### config.mk
export PLATFORM = sky130hd
export DESIGN_NAME = lcd_text_sequencer
export DESIGN_NICKNAME = d
export VERILOG_FILES = /design/src/rtl/lcd_pkg.sv /design/src/rtl/lcd_char_buffer.sv /design/src/rtl/lcd_text_sequencer.sv
export SDC_FILE = /design/constraint.sdc
export NUM_CORES = 1
export LEC_CHECK = 0
export BUFFER_PORTS_ARGS = -buffer_cell sky130_fd_sc_hd__buf_2
export CORE_MARGIN = 2
export CORE_UTILIZATION = 37
export CTS_BUF_LIST = sky130_fd_sc_hd__clkbuf_16
export DETAILED_ROUTE_END_ITERATION = 16
export GPL_ROUTABILITY_DRIVEN = 0
export PLACE_DENSITY_LB_ADDON = 0.15
export SLEW_MARGIN = 15
export SYNTH_ARGS = -nofsm -noshare
export SYNTH_HDL_FRONTEND = slang
export SYNTH_HIERARCHICAL = 1
export SYNTH_SLANG_ARGS = --single-unit
### constraint.sdc
create_clock -name clk -period 10.95 [get_ports clk]
set_input_delay 1.6425 -clock clk [delete_from_list [all_inputs] [get_ports clk]]
set_output_delay 1.6425 -clock clk [all_outputs]
set_load 0.01 [all_outputs]
### src/rtl/lcd_pkg.sv
// Shared types and constants for the LCD text sequencer.
package lcd_pkg;

  typedef enum logic [2:0] {
    INIT,
    HOME1,
    LINE1,
    HOME2,
    LINE2,
    IDLE
  } lcd_state_e;

  localparam int LINE_LEN = 16;
  localparam int INIT_LEN = 4;

  // Function set 8-bit/2-line, display on, entry mode increment, clear.
  // Entry [0] goes out first.
  localparam logic [INIT_LEN-1:0][7:0] INIT_CMDS = {8'h01, 8'h06, 8'h0C, 8'h38};

  localparam logic [7:0] LINE1_ADDR = 8'h80;
  localparam logic [7:0] LINE2_ADDR = 8'hC0;
  localparam logic [7:0] BLANK_CHAR = 8'h20;

endpackage

### src/rtl/lcd_char_buffer.sv
// Character buffer: one write port, one combinational read port, reset to blanks.
module lcd_char_buffer
  import lcd_pkg::*;
#(
  parameter int DEPTH = 32,
  parameter int AW    = $clog2(DEPTH)
) (
  input  logic          clk_i,
  input  logic          rst_i,
  input  logic          we_i,
  input  logic [AW-1:0] waddr_i,
  input  logic [7:0]    wdata_i,
  input  logic [AW-1:0] raddr_i,
  output logic [7:0]    rdata_o
);

  logic [7:0] mem_q [DEPTH];

  // Storage: whole array blanks on reset, otherwise single-entry writes.
  always_ff @(posedge clk_i or posedge rst_i) begin
    if (rst_i) begin
      for (int i = 0; i < DEPTH; i++) mem_q[i] <= BLANK_CHAR;
    end else if (we_i) begin
      mem_q[waddr_i] <= wdata_i;
    end
  end

  assign rdata_o = mem_q[raddr_i];

endmodule

### src/rtl/lcd_text_sequencer.sv
// Streams init commands, then both text lines, to a ready/valid LCD writer;
// rewrites the screen whenever the buffer changes or the refresh timer expires.
module lcd_text_sequencer
  import lcd_pkg::*;
#(
  parameter int REFRESH_CYCLES = 50000000,
  parameter int CHAR_COUNT     = 32
) (
  input  logic       clk,
  input  logic       rst,
  input  logic       wr_en,
  input  logic [4:0] wr_addr,
  input  logic [7:0] wr_char,
  output logic       out_valid,
  input  logic       out_ready,
  output logic       out_rs,
  output logic [7:0] out_data,
  output logic       init_done,
  output logic       busy
);

  localparam int CW = (REFRESH_CYCLES > 1) ? $clog2(REFRESH_CYCLES) : 1;
  localparam logic [CW-1:0] REF_LAST = CW'(REFRESH_CYCLES - 1);

  lcd_state_e  state_q, state_d;
  logic [1:0]  cmd_q, cmd_d;
  logic [3:0]  chr_q, chr_d;
  logic [CW-1:0] cnt_q, cnt_d;
  logic        dirty_q, dirty_d;
  logic        init_done_q, init_done_d;
  logic        vld_q, vld_d;
  logic        rs_q, rs_d;
  logic [7:0]  data_q, data_d;

  logic        xfer, wr_ok;
  logic [4:0]  rd_addr;
  logic [7:0]  rd_data;

  assign xfer  = vld_q & out_ready;
  assign wr_ok = wr_en && (int'(wr_addr) < CHAR_COUNT);

  // The buffer is read at the position about to be presented, so a character
  // is captured on the edge it goes on the bus and later writes cannot touch it.
  assign rd_addr = {state_d == LINE2, chr_d};

  lcd_char_buffer #(.DEPTH(CHAR_COUNT)) u_buf (
    .clk_i   (clk),
    .rst_i   (rst),
    .we_i    (wr_ok),
    .waddr_i (wr_addr),
    .wdata_i (wr_char),
    .raddr_i (rd_addr),
    .rdata_o (rd_data)
  );

  // State/position advance on each accepted byte, refresh timing, dirty tracking.
  always_comb begin
    state_d     = state_q;
    cmd_d       = cmd_q;
    chr_d       = chr_q;
    cnt_d       = cnt_q;
    init_done_d = init_done_q;
    dirty_d     = dirty_q;

    // A write landing with the HOME1 transfer must force another pass.
    if (xfer && state_q == HOME1) dirty_d = 1'b0;
    if (wr_ok)                    dirty_d = 1'b1;

    if (xfer) begin
      unique case (state_q)
        INIT: begin
          if (cmd_q == 2'(INIT_LEN - 1)) begin
            init_done_d = 1'b1;
            cmd_d       = '0;
            state_d     = HOME1;
          end else begin
            cmd_d = cmd_q + 2'd1;
          end
        end
        HOME1: begin
          chr_d   = '0;
          state_d = LINE1;
        end
        LINE1: begin
          chr_d = chr_q + 4'd1;
          if (chr_q == 4'(LINE_LEN - 1)) state_d = HOME2;
        end
        HOME2: begin
          chr_d   = '0;
          state_d = LINE2;
        end
        LINE2: begin
          chr_d = chr_q + 4'd1;
          if (chr_q == 4'(LINE_LEN - 1)) state_d = IDLE;
        end
        default: ;
      endcase
    end

    if (state_q == IDLE) begin
      if (dirty_q || cnt_q == REF_LAST) begin
        cnt_d   = '0;
        state_d = HOME1;
      end else begin
        cnt_d = cnt_q + 1'b1;
      end
    end
  end

  // Output slot: reload whenever empty or just accepted, otherwise hold steady.
  always_comb begin
    vld_d  = vld_q;
    rs_d   = rs_q;
    data_d = data_q;
    if (!vld_q || xfer) begin
      vld_d = (state_d != IDLE);
      rs_d  = (state_d == LINE1) || (state_d == LINE2);
      unique case (state_d)
        INIT:         data_d = INIT_CMDS[cmd_d];
        HOME1:        data_d = LINE1_ADDR;
        HOME2:        data_d = LINE2_ADDR;
        LINE1, LINE2: data_d = rd_data;
        default:      data_d = 8'h00;
      endcase
    end
  end

  // State and output registers.
  always_ff @(posedge clk or posedge rst) begin
    if (rst) begin
      state_q     <= INIT;
      cmd_q       <= '0;
      chr_q       <= '0;
      cnt_q       <= '0;
      dirty_q     <= 1'b0;
      init_done_q <= 1'b0;
      vld_q       <= 1'b0;
      rs_q        <= 1'b0;
      data_q      <= 8'h00;
    end else begin
      state_q     <= state_d;
      cmd_q       <= cmd_d;
      chr_q       <= chr_d;
      cnt_q       <= cnt_d;
      dirty_q     <= dirty_d;
      init_done_q <= init_done_d;
      vld_q       <= vld_d;
      rs_q        <= rs_d;
      data_q      <= data_d;
    end
  end

  assign out_valid = vld_q;
  assign out_rs    = rs_q;
  assign out_data  = data_q;
  assign init_done = init_done_q;
  assign busy      = (state_q != IDLE);

endmodule

==> key figures <==
Yosys
  – Portion of synthesized cell area occupied by the leading cell type: 47.3%
  – Netlist area before placement: 14,300 sq um
  – Number of instances in the synthesized netlist: 990
  – Leading cell type by number of instances after synthesis: sky130_fd_sc_hd__dfrtp_1
  – Cells taking the most area after synthesis: sky130_fd_sc_hd__dfrtp_1 47%, sky130_fd_sc_hd__mux2_2 21%, sky130_fd_sc_hd__mux4_2 13%
  – Synth area leader: sky130_fd_sc_hd__dfrtp_1
  – Number of synthesized register bits: 303
  – Proportion of register bits with asynchronous set or reset after synthesis: 100%
  – Synth unique cells: 59
  – Fraction of the yosys area taken by sequential cells: 53.2%
  – YS warnings: 6
  – Number of enable-type register cells in the synthesized netlist: 0
  – Synth Flop Type: sky130_fd_sc_hd__dfrtp_1
  – Syn Area/Cell: 14.5 sq um
  – Most used standard cells in the synthesized netlist: 271 x sky130_fd_sc_hd__dfrtp_1, 264 x sky130_fd_sc_hd__mux2_2, 80 x sky130_fd_sc_hd__mux4_2
  – Net Count, Synth: 1,013

Worst setup path
  – CP startpoint kind: input port
  – Origin of the worst setup path: out_ready
  – Crit Path Category: in2reg
  – Last element of the critical path: out_data[1]
  – Internal reg-to-reg setup slack: 6.07 ns
  – Worst Path Max Fanout: 54
  – Required time of the worst setup path: 11.34 ns
  – Cell with the biggest individual delay on the critical path: sky130_fd_sc_hd__buf_4
  – Startpoint of the lowest-slack register-to-register path: state_q[2]
  – Cells along the critical path: buf_2, and2_1, nand3_1, a21oi_1, a21oi_1, o221ai_4, buf_4, mux4_2, mux4_2, mux2_2, a221oi_1, nor2_1
  – Endpoint of the lowest-slack register-to-register path: out_data[6]
  – R2R cell count: 13
  – Arrival time at the worst endpoint: 5.67 ns
  – Endpoint kind of the worst setup timing path: flip-flop
  – Slowest cell delay on critical path: 0.80 ns

Clock network
  – Sinks on the clock net: 303
  – Clock buffer count from CTS: 36
  – CTS H-tree depth: 2
  – Clock tree from TritonCTS: done
  – Post CTS Setup Buffer Count: 0
  – Clock slew seen by the registers of the worst setup and hold paths: 0.05 ns
  – Hold-fix buffer count after cts: 0
  – Max clock buf depth: 3
  – Post-cts sizing count: 0
  – Clock Tree Root: sky130_fd_sc_hd__clkbuf_16
  – Clock latency on the worst-skew pair: 0.51 ns

Global route
  – Total track usage: 18.2%
  – Maximum number of pins on one net before global-route repair: 123
  – Global route total overflow: 0
  – Initial antenna violation count: 0
  – Number of global-route vias before repair: 8,878
  – First-pass GRT wire length: 56.0 mm

Pwr
  – Sw Pwr: 1240 uW
  – Net Sw Frac: 31.2%
  – Lkg Pwr: 0.00692 uW
  – Proportion of power drawn by flip-flops and latches: 37.9%
  – Worst ir drop on vdd: 0.163 mV
  – Clk pwr share: 27.0%
  – Power per standard cell area: 248 nW/um^2
  – Cell internal power dissipation: 2730 uW
  – Part of the total power dissipated in combinational logic: 35.0%

Routing
  – Length of the first detailed-routing pass in iterations: 7
  – Avg WL per Cell: 22.9 microns
  – Detail-routed via count per cell: 5.35
  – Top Metal Used: met4
  – Routed wl met3: 1.44 mm
  – Routed Wire Length: 35.4 mm
  – Via Count: 8,264
  – Number of design rule violations left after detail routing: 0
  – Routed length on met2: 16.5 mm
  – Routed Antenna Nets: 0
  – Sum of routed wire segments on met1: 16.8 mm
  – DR iter-0 viols: 526

STA
  – Final-report max-slew violation count: 0
  – Crit path time final: 5.28 ns
  – Worst slew margin: 19.5%
  – Setup repair after global routing missed its margin: false
  – Number of hold violations in the final report: 0
  – Fin Setup TNS: 0 ns
  – Worst Tran Pin Value: 1.20 ns
  – Final setup violation count: 0
  – Maximum clock skew at final layout: 0.0135 ns
  – Top achievable clock speed: 189 MHz
  – Final cycle utilization of the critical path: 48.2%

Floorplanning
  – I/O pin total: 29
  – Full die area: 40,300 sq um
  – Die height: 201 microns
  – Effective utilization at floorplan: 37.2%
  – # rows: 72
  – Horizontal die dimension: 201 microns
  – Core footprint: 38,500 sq um

Place
  – Number of placed instances, taps included: 1,484
  – Half-perimeter wire length after detailed placement: 22.1 mm
  – Count of port buffers added during placement: 28

Layout
  – Synthesis-to-finish area growth: 11.8%
  – Reg area: 7620 sq um
  – Diode insertion count for antenna repair: 0
  – Fin cells: 1,546
  – Area of the multi-input gates: 6380 sq um
  – Filler cell count in the final layout: 3,584
  – Share of final-layout standard cells stronger than drive strength 1: 46.7%
  – Final nets: 1,027

Run status
  – Outcome: finished, final reports clean

Hold path
  – Number of cells on the worst hold path: 1
  – Class of the most critical hold timing path: reg2reg

Run
  – Max capacitance violation total: 0
## per-stage QoR
step / area [sq um] / hold WS (ns) / power (uW) / setup WS, ns / util (%)
2_1_floorplan: 14300 / 0.466 / 2570 / 2.32 / -
5_1_grt: 16000 / 0.500 / 4190 / 5.37 / 41.6
6_report: 16000 / 0.457 / 3970 / 5.67 / 41.6
3_3_place_gp: 15000 / 0.446 / 2920 / 5.12 / 38.9
4_1_cts: 16000 / 0.463 / 4030 / 5.60 / 41.6
3_5_place_dp: 15000 / 0.447 / 2940 / 5.05 / 38.9
## how the worst min path moves through the flow
stage	slack, ns	to	startpoint
final	0.46	init_done	init_done
after global placement	0.45	init_done	init_done
after global routing	0.50	init_done	init_done
after CTS	0.46	init_done	init_done
after detailed placement	0.45	init_done	init_done
after floorplan	0.47	cnt_q[1]	cnt_q[1]
## routing by layer
metal	up-vias	track usage (%)
met5	-	0
met4	0	4.21
met3	46	3.25
met2	143	29.0
met1	4405	26.0
li1	3670	-
## sequential cells by signal, summed over array words and instances, names as in the netlist
signal       count
state_q          3
out_rs           1
out_valid        1
chr_q            4
u_buf/mem_q    256
cnt_q           26
init_done        1
dirty_q          1
cmd_q            2
out_data         8
## layout make-up
type,count,area share [%]
clock buffers,37,5.78
clock inverters,25,0.758
inverters,15,0.406
multi-input cells,606,39.9
flip-flops and latches,303,47.6
well taps,518,4.05
repair buffers,42,1.53
## critical path, delay by kind of cell
kind,cells,cell delay [ns]
AOI/OAI and AO/OA,4,1.00
buffers and inverters,2,0.92
muxes,3,1.45
and+or+nand+nor,3,0.59
## power groups by stage
stage	clock network, uW	logic (uW)	registers [uW]
after floorplan	0	1100	1460
final	1070	1390	1510
after global placement	0	1400	1520
after CTS	1110	1420	1510
after detailed placement	0	1410	1520
after global routing	1150	1500	1540
## layout by cell type, fill, tap and decap left out, types with 3 or more instances in the layout
cell type                     n
sky130_fd_sc_hd__dfrtp_1    271
sky130_fd_sc_hd__mux2_2     264
sky130_fd_sc_hd__mux4_2      80
sky130_fd_sc_hd__nor2_1      60
sky130_fd_sc_hd__nand2_1     41
sky130_fd_sc_hd__clkbuf_16   37
sky130_fd_sc_hd__dfstp_2     32
sky130_fd_sc_hd__inv_1       29
sky130_fd_sc_hd__buf_2       28
sky130_fd_sc_hd__xnor2_1     16
sky130_fd_sc_hd__nand3_1     14
sky130_fd_sc_hd__buf_4       14
sky130_fd_sc_hd__a21oi_1      8
sky130_fd_sc_hd__nand4_1      8
sky130_fd_sc_hd__xor2_1       8
sky130_fd_sc_hd__o21ai_0      7
sky130_fd_sc_hd__nor4_1       7
sky130_fd_sc_hd__a221oi_1     6
sky130_fd_sc_hd__nor2_2       6
sky130_fd_sc_hd__ha_1         6
sky130_fd_sc_hd__clkinv_1     6
sky130_fd_sc_hd__nand2b_1     5
sky130_fd_sc_hd__nor3_1       5
sky130_fd_sc_hd__nor3b_1      5
sky130_fd_sc_hd__nand3b_1     5
sky130_fd_sc_hd__and3_1       4
sky130_fd_sc_hd__nor2b_1      4
sky130_fd_sc_hd__or2_2        4
sky130_fd_sc_hd__mux2i_1      3
sky130_fd_sc_hd__nor3_2       3
## kinds of logic after synthesis
group / Yosys count / synth area share [%]
XOR/XNOR: 24 / 1.47
flip-flops: 303 / 53.2
buffers and inverters: 81 / 2.48
adder cells (fa/ha/maj): 6 / 0.524
AND/OR/NAND/NOR: 187 / 6.71
multiplexers: 347 / 33.5
AO/OA/AOI/OAI: 42 / 2.07
(Power assumes the default switching activity.)
